==> src/rtl/vector_ex_stage.sv <==
// vector_ex_stage: multi-cycle vector ALU stage, LANES elements per cycle, tail-undisturbed past vl
// Defining VEX_MASK_EN adds the per-element mask port (mask-undisturbed elements).
module vector_ex_stage #(
  parameter int VLEN   = 8,
  parameter int EWIDTH = 32,
  parameter int LANES  = 2,
  parameter int VLW    = $clog2(VLEN + 1)
) (
  input  logic                     clk,
  input  logic                     rst_n,
  input  logic                     in_valid,
  output logic                     in_ready,
  input  logic [2:0]               alu_op,
  input  logic [VLW-1:0]           vl,
  input  logic [EWIDTH*VLEN-1:0]   src1,
  input  logic [EWIDTH*VLEN-1:0]   src2,
`ifdef VEX_MASK_EN
  input  logic [VLEN-1:0]          mask,
`endif
  output logic                     out_valid,
  input  logic                     out_ready,
  output logic [EWIDTH*VLEN-1:0]   ex_result,
  output logic                     busy
);
  localparam int IW = $clog2(VLEN + LANES + 1);
  localparam int EW = VLEN > 1 ? $clog2(VLEN) : 1;
  localparam int SW = EWIDTH > 1 ? $clog2(EWIDTH) : 1;
  typedef enum logic [1:0] {IDLE, RUN, DONE} state_t;
  state_t                   r_state, w_next;
  logic [2:0]               r_op;
  logic [IW-1:0]            r_vl, r_idx;
  logic [EWIDTH*VLEN-1:0]   r_src1, r_res, w_res;
  logic [VLEN-1:0]          w_m;
  logic [VLW-1:0]           w_vl;
  logic                     w_go;
  logic [LANES-1:0]         w_wr;
  logic [EW-1:0]            w_sel [LANES];
  logic [EWIDTH-1:0]        w_alu [LANES];

  function automatic logic [EWIDTH-1:0] alu(input logic [2:0] op, input logic [EWIDTH-1:0] a, input logic [EWIDTH-1:0] b);
    case (op)
      3'd0:    return a + b;
      3'd1:    return a - b;
      3'd2:    return a & b;
      3'd3:    return a | b;
      3'd4:    return a ^ b;
      3'd5:    return a << b[SW-1:0];
      3'd6:    return a >> b[SW-1:0];
      default: return ($signed(a) < $signed(b)) ? a : b;
    endcase
  endfunction

  assign w_vl      = (vl > VLW'(VLEN)) ? VLW'(VLEN) : vl;
  assign w_go      = in_valid && r_state == IDLE;
  assign in_ready  = r_state == IDLE;
  assign out_valid = r_state == DONE;
  assign busy      = r_state != IDLE;
  assign ex_result = r_res;

  // r_res doubles as the src2 operand store: each element is read before its only write
  always_comb begin
    w_res = r_res;
    for (int j = 0; j < LANES; j++) begin
      w_sel[j] = EW'(r_idx + IW'(j));
      w_wr[j]  = r_state == RUN && (r_idx + IW'(j)) < r_vl && w_m[w_sel[j]];
      w_alu[j] = alu(r_op, r_src1[w_sel[j]*EWIDTH +: EWIDTH], r_res[w_sel[j]*EWIDTH +: EWIDTH]);
      if (w_wr[j]) w_res[w_sel[j]*EWIDTH +: EWIDTH] = w_alu[j];
    end
  end

  always_comb begin
    w_next = r_state == IDLE ? (in_valid ? (w_vl != '0 ? RUN : DONE) : IDLE) :
             r_state == RUN  ? ((r_idx + IW'(LANES) >= r_vl) ? DONE : RUN) :
             (out_ready ? IDLE : DONE);
  end

  always_ff @(posedge clk or negedge rst_n)
    if (!rst_n) r_state <= IDLE;
    else        r_state <= w_next;

`ifdef VEX_MASK_EN
  logic [VLEN-1:0] r_mask;
  always_ff @(posedge clk or negedge rst_n)
    if (!rst_n)    r_mask <= '0;
    else if (w_go) r_mask <= mask;
  assign w_m = r_mask;
`else
  assign w_m = '1;
`endif

  always_ff @(posedge clk or negedge rst_n)
    if (!rst_n) begin
      r_op   <= '0;
      r_vl   <= '0;
      r_idx  <= '0;
      r_src1 <= '0;
      r_res  <= '0;
    end else if (w_go) begin
      r_op   <= alu_op;
      r_vl   <= IW'(w_vl);
      r_idx  <= '0;
      r_src1 <= src1;
      r_res  <= src2;
    end else if (r_state == RUN) begin
      r_idx  <= r_idx + IW'(LANES);
      r_res  <= w_res;
    end
endmodule

==> config.mk <==
export PLATFORM = sky130hd
export DESIGN_NAME = vector_ex_stage
export DESIGN_NICKNAME = d
export VERILOG_FILES = /design/src/rtl/vector_ex_stage.sv
export SDC_FILE = /design/constraint.sdc
export NUM_CORES = 2
export LEC_CHECK = 0
export CORE_AREA = 2 2 303 305
export DETAILED_ROUTE_END_ITERATION = 7
export DIE_AREA = 0 0 305 307
export MAX_ROUTING_LAYER = met4
export PLACE_DENSITY = 0.79
export REMOVE_ABC_BUFFERS = 1
export SYNTH_ARGS = -nofsm -noshare
export SYNTH_HDL_FRONTEND = slang
export SYNTH_SLANG_ARGS = --single-unit
==> constraint.sdc <==
create_clock -name clk -period 6.7 [get_ports clk]
set_input_delay 0.67 -clock clk [delete_from_list [all_inputs] [get_ports clk]]
set_output_delay 0.67 -clock clk [all_outputs]
set_load 0.02 [all_outputs]
== After elaboration in Yosys (flattened, before gate mapping) ==
Memory sizes are Yosys's and may differ from the RTL's.
Cells that the tools add are included.

* Flip-flop bits (word level): 525
* Memory bits (read-only): 16
* Input port bits: 523
* Word-level logic and storage cells: 81
* Memories: 2

* Add/sub/neg operators: 8
* Magnitude comparators: 8
* Equality and inequality tests: 8
* Shifts and indexed selects: 12
* Muxes and demuxes: 21
* Bitwise logic cells: 6
* Reduce and logical (&&, ||, !) cells: 10

{| class="wikitable"
|+ Memories
! memory !! depth !! width !! rd ports !! clocked after memory_dff !! write ports !! RTL line !! text
|-
| (no name shown) || 8 || 1 || 1 || 0 || 0 || 65 || <nowiki>w_wr[j] = r_state == RUN && (r_idx + IW'(j)) < r_vl && w_m[w_sel[j]];</nowiki>
|-
| (no name shown) || 8 || 1 || 1 || 0 || 0 || 65 ||
|}

{| class="wikitable"
|+ Operators with widths
! kind !! number
|-
| $mux W256 || 4
|-
| $shiftx A256 B9 Y32 || 4
|-
| $bwmux W256 || 2
|-
| $shift A32 B34 Y256 const A || 2
|-
| $shiftx A32 B34 Y256 || 2
|-
| $pmux W32 S7 || 2
|-
| $neg A8 Y34 || 2
|-
| $add A32 B32 Y32 || 2
|-
| $and A32 B32 Y32 || 2
|-
| $lt A32 B32 Y1 || 2
|-
| $mux W32 || 2
|-
| $or A32 B32 Y32 || 2
|-
| $shl A32 B5 Y32 || 2
|-
| $shr A32 B5 Y32 || 2
|-
| $sub A32 B32 Y32 || 2
|-
| $xor A32 B32 Y32 || 2
|-
| $mux W2 || 6
|-
| $mux W4 || 3
|-
| $eq A3 B3 Y1 const B || 3
|-
| $lt A3 B4 Y1 const B || 2
|-
| $lt A4 B4 Y1 || 2
|-
| $eq A3 B2 Y1 const B || 2
|-
| $logic_and A1 B1 Y1 || 5
|-
| $add A4 B1 Y4 const B || 1
|-
| 11 further kinds || 13
|}

== Logic depth before layout (Yosys ltp) ==
* Word-level depth: 11
* Depth in mapped cells: 23
* Gate-level depth less buffers: 16

== Worst setup path before layout ==
Ideal clock, no wire load.

* Path type: reg2reg
* Start: register r_idx[2]
* End: register r_res[200] (netlist: ex_result[200])
* Library setup time: 0.133 ns
* Arrival time: 4.892 ns
* Required time: 6.567 ns
* Path slack: 1.675 ns
* Cell stages (with the launch flop): 23
* Buffers on the path: 6
* Cell sequence: dfrtp_1 > buf_4 > mux2i_1 > mux2_2 > buf_2 > inv_2 > buf_2 > buf_2 > buf_2 > ha_1 > inv_1 > fa_1 > nor2b_1 > o311ai_1 > a22oi_1 > a211oi_1 > o21ai_1 > a22oi_2 > buf_2 > nor2_1 > o31ai_1 > a2bb2oi_1 > o21ai_0

* Longest elaborated chain between the ends: 11
* Elaborated cells on any way between the ends: 47
* Classes of those cells: add/sub: 7; order compare: 4; shift: 12; mux: 12; bitwise: 6; reduce/logical: 4; memory: 2

{| class="wikitable"
|+ Ends and longest elaborated chain
! what !! RTL line !! text
|-
| from (decl) || 31 || <nowiki>logic [IW-1:0] r_vl, r_idx;</nowiki>
|-
| from (signal assigned) || 105 || <nowiki>r_idx <= r_idx + IW'(LANES);</nowiki>
|-
| branches (longest 8 deep; another with $lt A32 B32 Y1) || n/a ||
|-
| $mux W256 (*) || 67 || <nowiki>if (w_wr[j]) w_res[w_sel[j]*EWIDTH +: EWIDTH] = w_alu[j];</nowiki>
|-
| $mux W256 (*) || 104 || <nowiki>end else if (r_state == RUN) begin</nowiki>
|-
| $mux W256 (*) || 98 || <nowiki>end else if (w_go) begin</nowiki>
|-
| to (signal assigned) || 103 || <nowiki>r_res <= src2;</nowiki>
|-
| to (signal assigned) || 106 || <nowiki>r_res <= w_res;</nowiki>
|-
| to (decl) || 32 || <nowiki>logic [EWIDTH*VLEN-1:0] r_src1, r_res, w_res;</nowiki>
|}

Mark *: on every way between the ends. The select of a mux whose other input is x is not followed.
A chain may end at the register's enable or synchronous reset.

== Final worst setup path ==
* Start: register r_idx[1]
* End: register r_res[215] (netlist: ex_result[215])

The elaborated chain is that of the path after synthesis.

==> results.cfg <==
[run_status]
status = finished, violations left
violations = DRC

[timing]
min_period_ns = 6.50
clock.fmax_mhz = 154
slew_headroom_pct = 14.2
skew_ns = 0.0204
hold_viol = 0
finalSetupViolations = 0
layout_setup_ws_ns = 0.203
fin_crit_sh_pct = 97.0
tightest_slew_ns = 1.27
tns_ns = 0
grt_setup_unrepaired = no
final_max_slew_viol_count = 0

[synth]
ys_types = 90
ys.flop_type = dfrtp_1
ys_ff_latch = 524
yosys_warnings = 0
syn_avg_cell_area_um2 = 7.96
synthCells = 5506
syn_area_mm2 = 0.0438
synthArstFlopShare_pct = 100
yosysSeqAreaShare_pct = 29.9
synth_edf_count = 0

[setup_path]
crit_family = compound AO/OA/AOI/OAI gates
arrival_ns = 7.02
crit_chain = buf_4 -> mux4_2 -> inv_1 -> ha_1 -> and2_1 -> nand4_1 -> a211o_1 -> a2111oi_0 -> buf_4 -> o211ai_1 -> a2111oi_0 -> or3_1 -> a21oi_1 -> o22ai_1 -> o211ai_1
cp_slowest_cell = a2111oi_0
path_buf_inv = 3
reg2regPathDepth = 15
path_max_fanout = 26
worstSetupStartpointType = flip-flop
r2r-start = r_idx[1]
slowest_delay_ns = 1.01
worstSetupEndpointType = flip-flop
r2r_setup_slack_ns = 0.20
critical_path_class = reg2reg
reg2reg_to = ex_result[215]
required_ns = 7.22

[floorplan]
ios = 782
num_rows = 111
die_y_um = 307
die-area_mm2 = 0.0936
start_util_pct = 48.3
die_w_um = 305
core_area_mm2 = 0.0907

[routing]
antenna_left = 0
vias = 49500
drc = 5
dr.first_iter.drc_count = 7480
via_per_inst = 6.79
drt-pass1-iter-count = 8
wl_per_cell_um = 29.5
wl_mm = 215

[cts]
cts-resized-gates = 0
insertion_delay_ns = 0.67
clock_path_buffers = 3
numCtsBuffers = 59
h-tree-depth = 2
cts_root_buf = clkbuf_16
clkTransAtPathRegs_ns = 0.06
cts_setup_buffers = 0
ctsHoldBuffers = 0
cts_tree = yes
clock-sinks = 524

[cells_and_area]
area_delta_synth_final_pct = 24.9
fin_area_mm2 = 0.0547
final_cells = 7296
layout.nets = 6801
final_layout_size_suffix_gt1_share_pct = 8.04

[global_routing]
grt_pass1_vias = 47100
overflow = 0
antenna_found_initial = 3
track_usage_pct = 45.5
grt_max_degree = 176
grt_pass1_wl_mm = 314

[worst_hold_path]
hold_class = in2async

[placement]
dpl.hpwl_mm = 160
postPlaceCellArea_mm2 = 0.0527
portBuffers = 781
globalplace.congestion = 1.10
dp_slack_ns = 0.592
dp.cells = 7182

[flow_run]
cap_violations = 0
per-stage QoR:
step	hold WS, ns	util [%]
6_report	0.0676	60.4
5_1_grt	0.139	60.3
4_1_cts	0.100	60.3
3_5_place_dp	0.457	58.1
3_3_place_gp	0.452	58.1
2_1_floorplan	0.374	-
state kept, by name, summed over array words and instances (netlist names):
signal,flops
r_state,2
r_idx,3
r_op,3
r_vl,4
r_src1,256
ex_result,256
final cells by class:
| cell class | instances | area (µm²) |
|---|---|---|
| Sequential cell | 524 | 13100 |
| Inverter | 208 | 781 |
| Clock buffer | 91 | 1790 |
| Timing Repair Buffer | 933 | 9180 |
| Tap cell | 1186 | 1480 |
| Fill cell | 7977 | 36000 |
| Antenna cell | 4 | 10.0 |
| Clock inverter | 19 | 215 |
| Multi-Input combinational cell | 4331 | 28200 |
synth_stat cells, types with 24 or more instances:
| master | n | share of area [%] |
|---|---|---|
| or3_1 | 102 | 1.5 |
| o221ai_1 | 26 | 0.52 |
| a221o_1 | 27 | 0.62 |
| mux4_2 | 122 | 6.3 |
| nor2b_1 | 27 | 0.39 |
| a21o_1 | 83 | 1.4 |
| buf_1 | 33 | 0.28 |
| a211oi_1 | 70 | 1.2 |
| mux2_2 | 45 | 1.2 |
| xnor2_1 | 40 | 0.80 |
| mux2i_1 | 198 | 4.5 |
| a21oi_1 | 508 | 5.8 |
| nand2_1 | 1096 | 9.4 |
| o21ai_0 | 344 | 3.9 |
| o22ai_1 | 129 | 1.8 |
| ha_1 | 217 | 6.2 |
| and3_1 | 28 | 0.40 |
| clkbuf_1 | 319 | 2.7 |
| nand3_1 | 79 | 0.90 |
| nor2_1 | 409 | 3.5 |
| dfrtp_1 | 524 | 30 |
| a31oi_1 | 38 | 0.54 |
| a211o_1 | 24 | 0.48 |
| o211ai_1 | 64 | 1.1 |
| a22oi_1 | 78 | 1.3 |
| a221oi_1 | 51 | 1.0 |
| nor3_1 | 87 | 0.99 |
| inv_1 | 205 | 1.8 |
| buf_2 | 69 | 0.79 |
| o31ai_1 | 41 | 0.70 |
worst max path at each step:
| stage | startpoint | end | slack (ns) | cells after the start |
|---|---|---|---|---|
| final | r_idx[1] | ex_result[215] | 0.20 | 15 |
| after global routing | r_idx[1] | ex_result[23] | 0.02 | 15 |
| after CTS | r_idx[1] | ex_result[215] | 0.55 | 15 |
| after detailed placement | r_idx[1] | ex_result[151] | 0.59 | 15 |
| after global placement | r_idx[1] | ex_result[23] | 0.55 | 15 |
| after floorplan | r_state[0] | ex_result[0] | -6.42 | 5 |
kinds of logic after synthesis:
logic type	after synthesis	share of synthesized area (%)
AO/OA/AOI/OAI	1753	25.9
XOR/XNOR	44	0.880
adder cells (fa/ha/maj)	221	6.38
buffers and inverters	651	6.04
flip-flops	524	29.9
multiplexers	367	12.0
AND/OR/NAND/NOR	1946	18.8
layer usage:
metal	vias up	share of wire, %	global-route usage [%]
met2	3614	43	66.5
met1	24100	41	62.0
met3	669	12	9.90
li1	21100	-	-
met4	0	4.5	16.9
met5	-	0	-
layout by cell type, fill, tap and decap left out, drive strengths merged, types with 24 or more instances in the layout:
cell | Yosys | routed
nand3 | 79 | 79
xnor2 | 40 | 40
a221o | 27 | 27
a211o | 24 | 24
mux2i | 198 | 198
clkdlybuf4s50 | 0 | 780
dfrtp | 524 | 524
a31oi | 39 | 39
nor2 | 412 | 412
a21o | 83 | 83
o21ai | 360 | 360
and3 | 28 | 28
buf | 124 | 153
and2 | 24 | 24
mux4 | 122 | 122
mux2 | 47 | 47
a22oi | 79 | 79
inv | 206 | 209
o211ai | 64 | 64
a21oi | 508 | 508
ha | 217 | 217
nor3 | 89 | 89
o221ai | 26 | 26
a211oi | 72 | 72
a221oi | 51 | 51
nand2 | 1096 | 1096
nor2b | 27 | 27
clkbuf | 319 | 91
o31ai | 41 | 41
o22ai | 129 | 129
or3 | 102 | 102
Power is not shown: default switching activity piles up to over one toggle a cycle in this logic, so the estimate is an artifact.
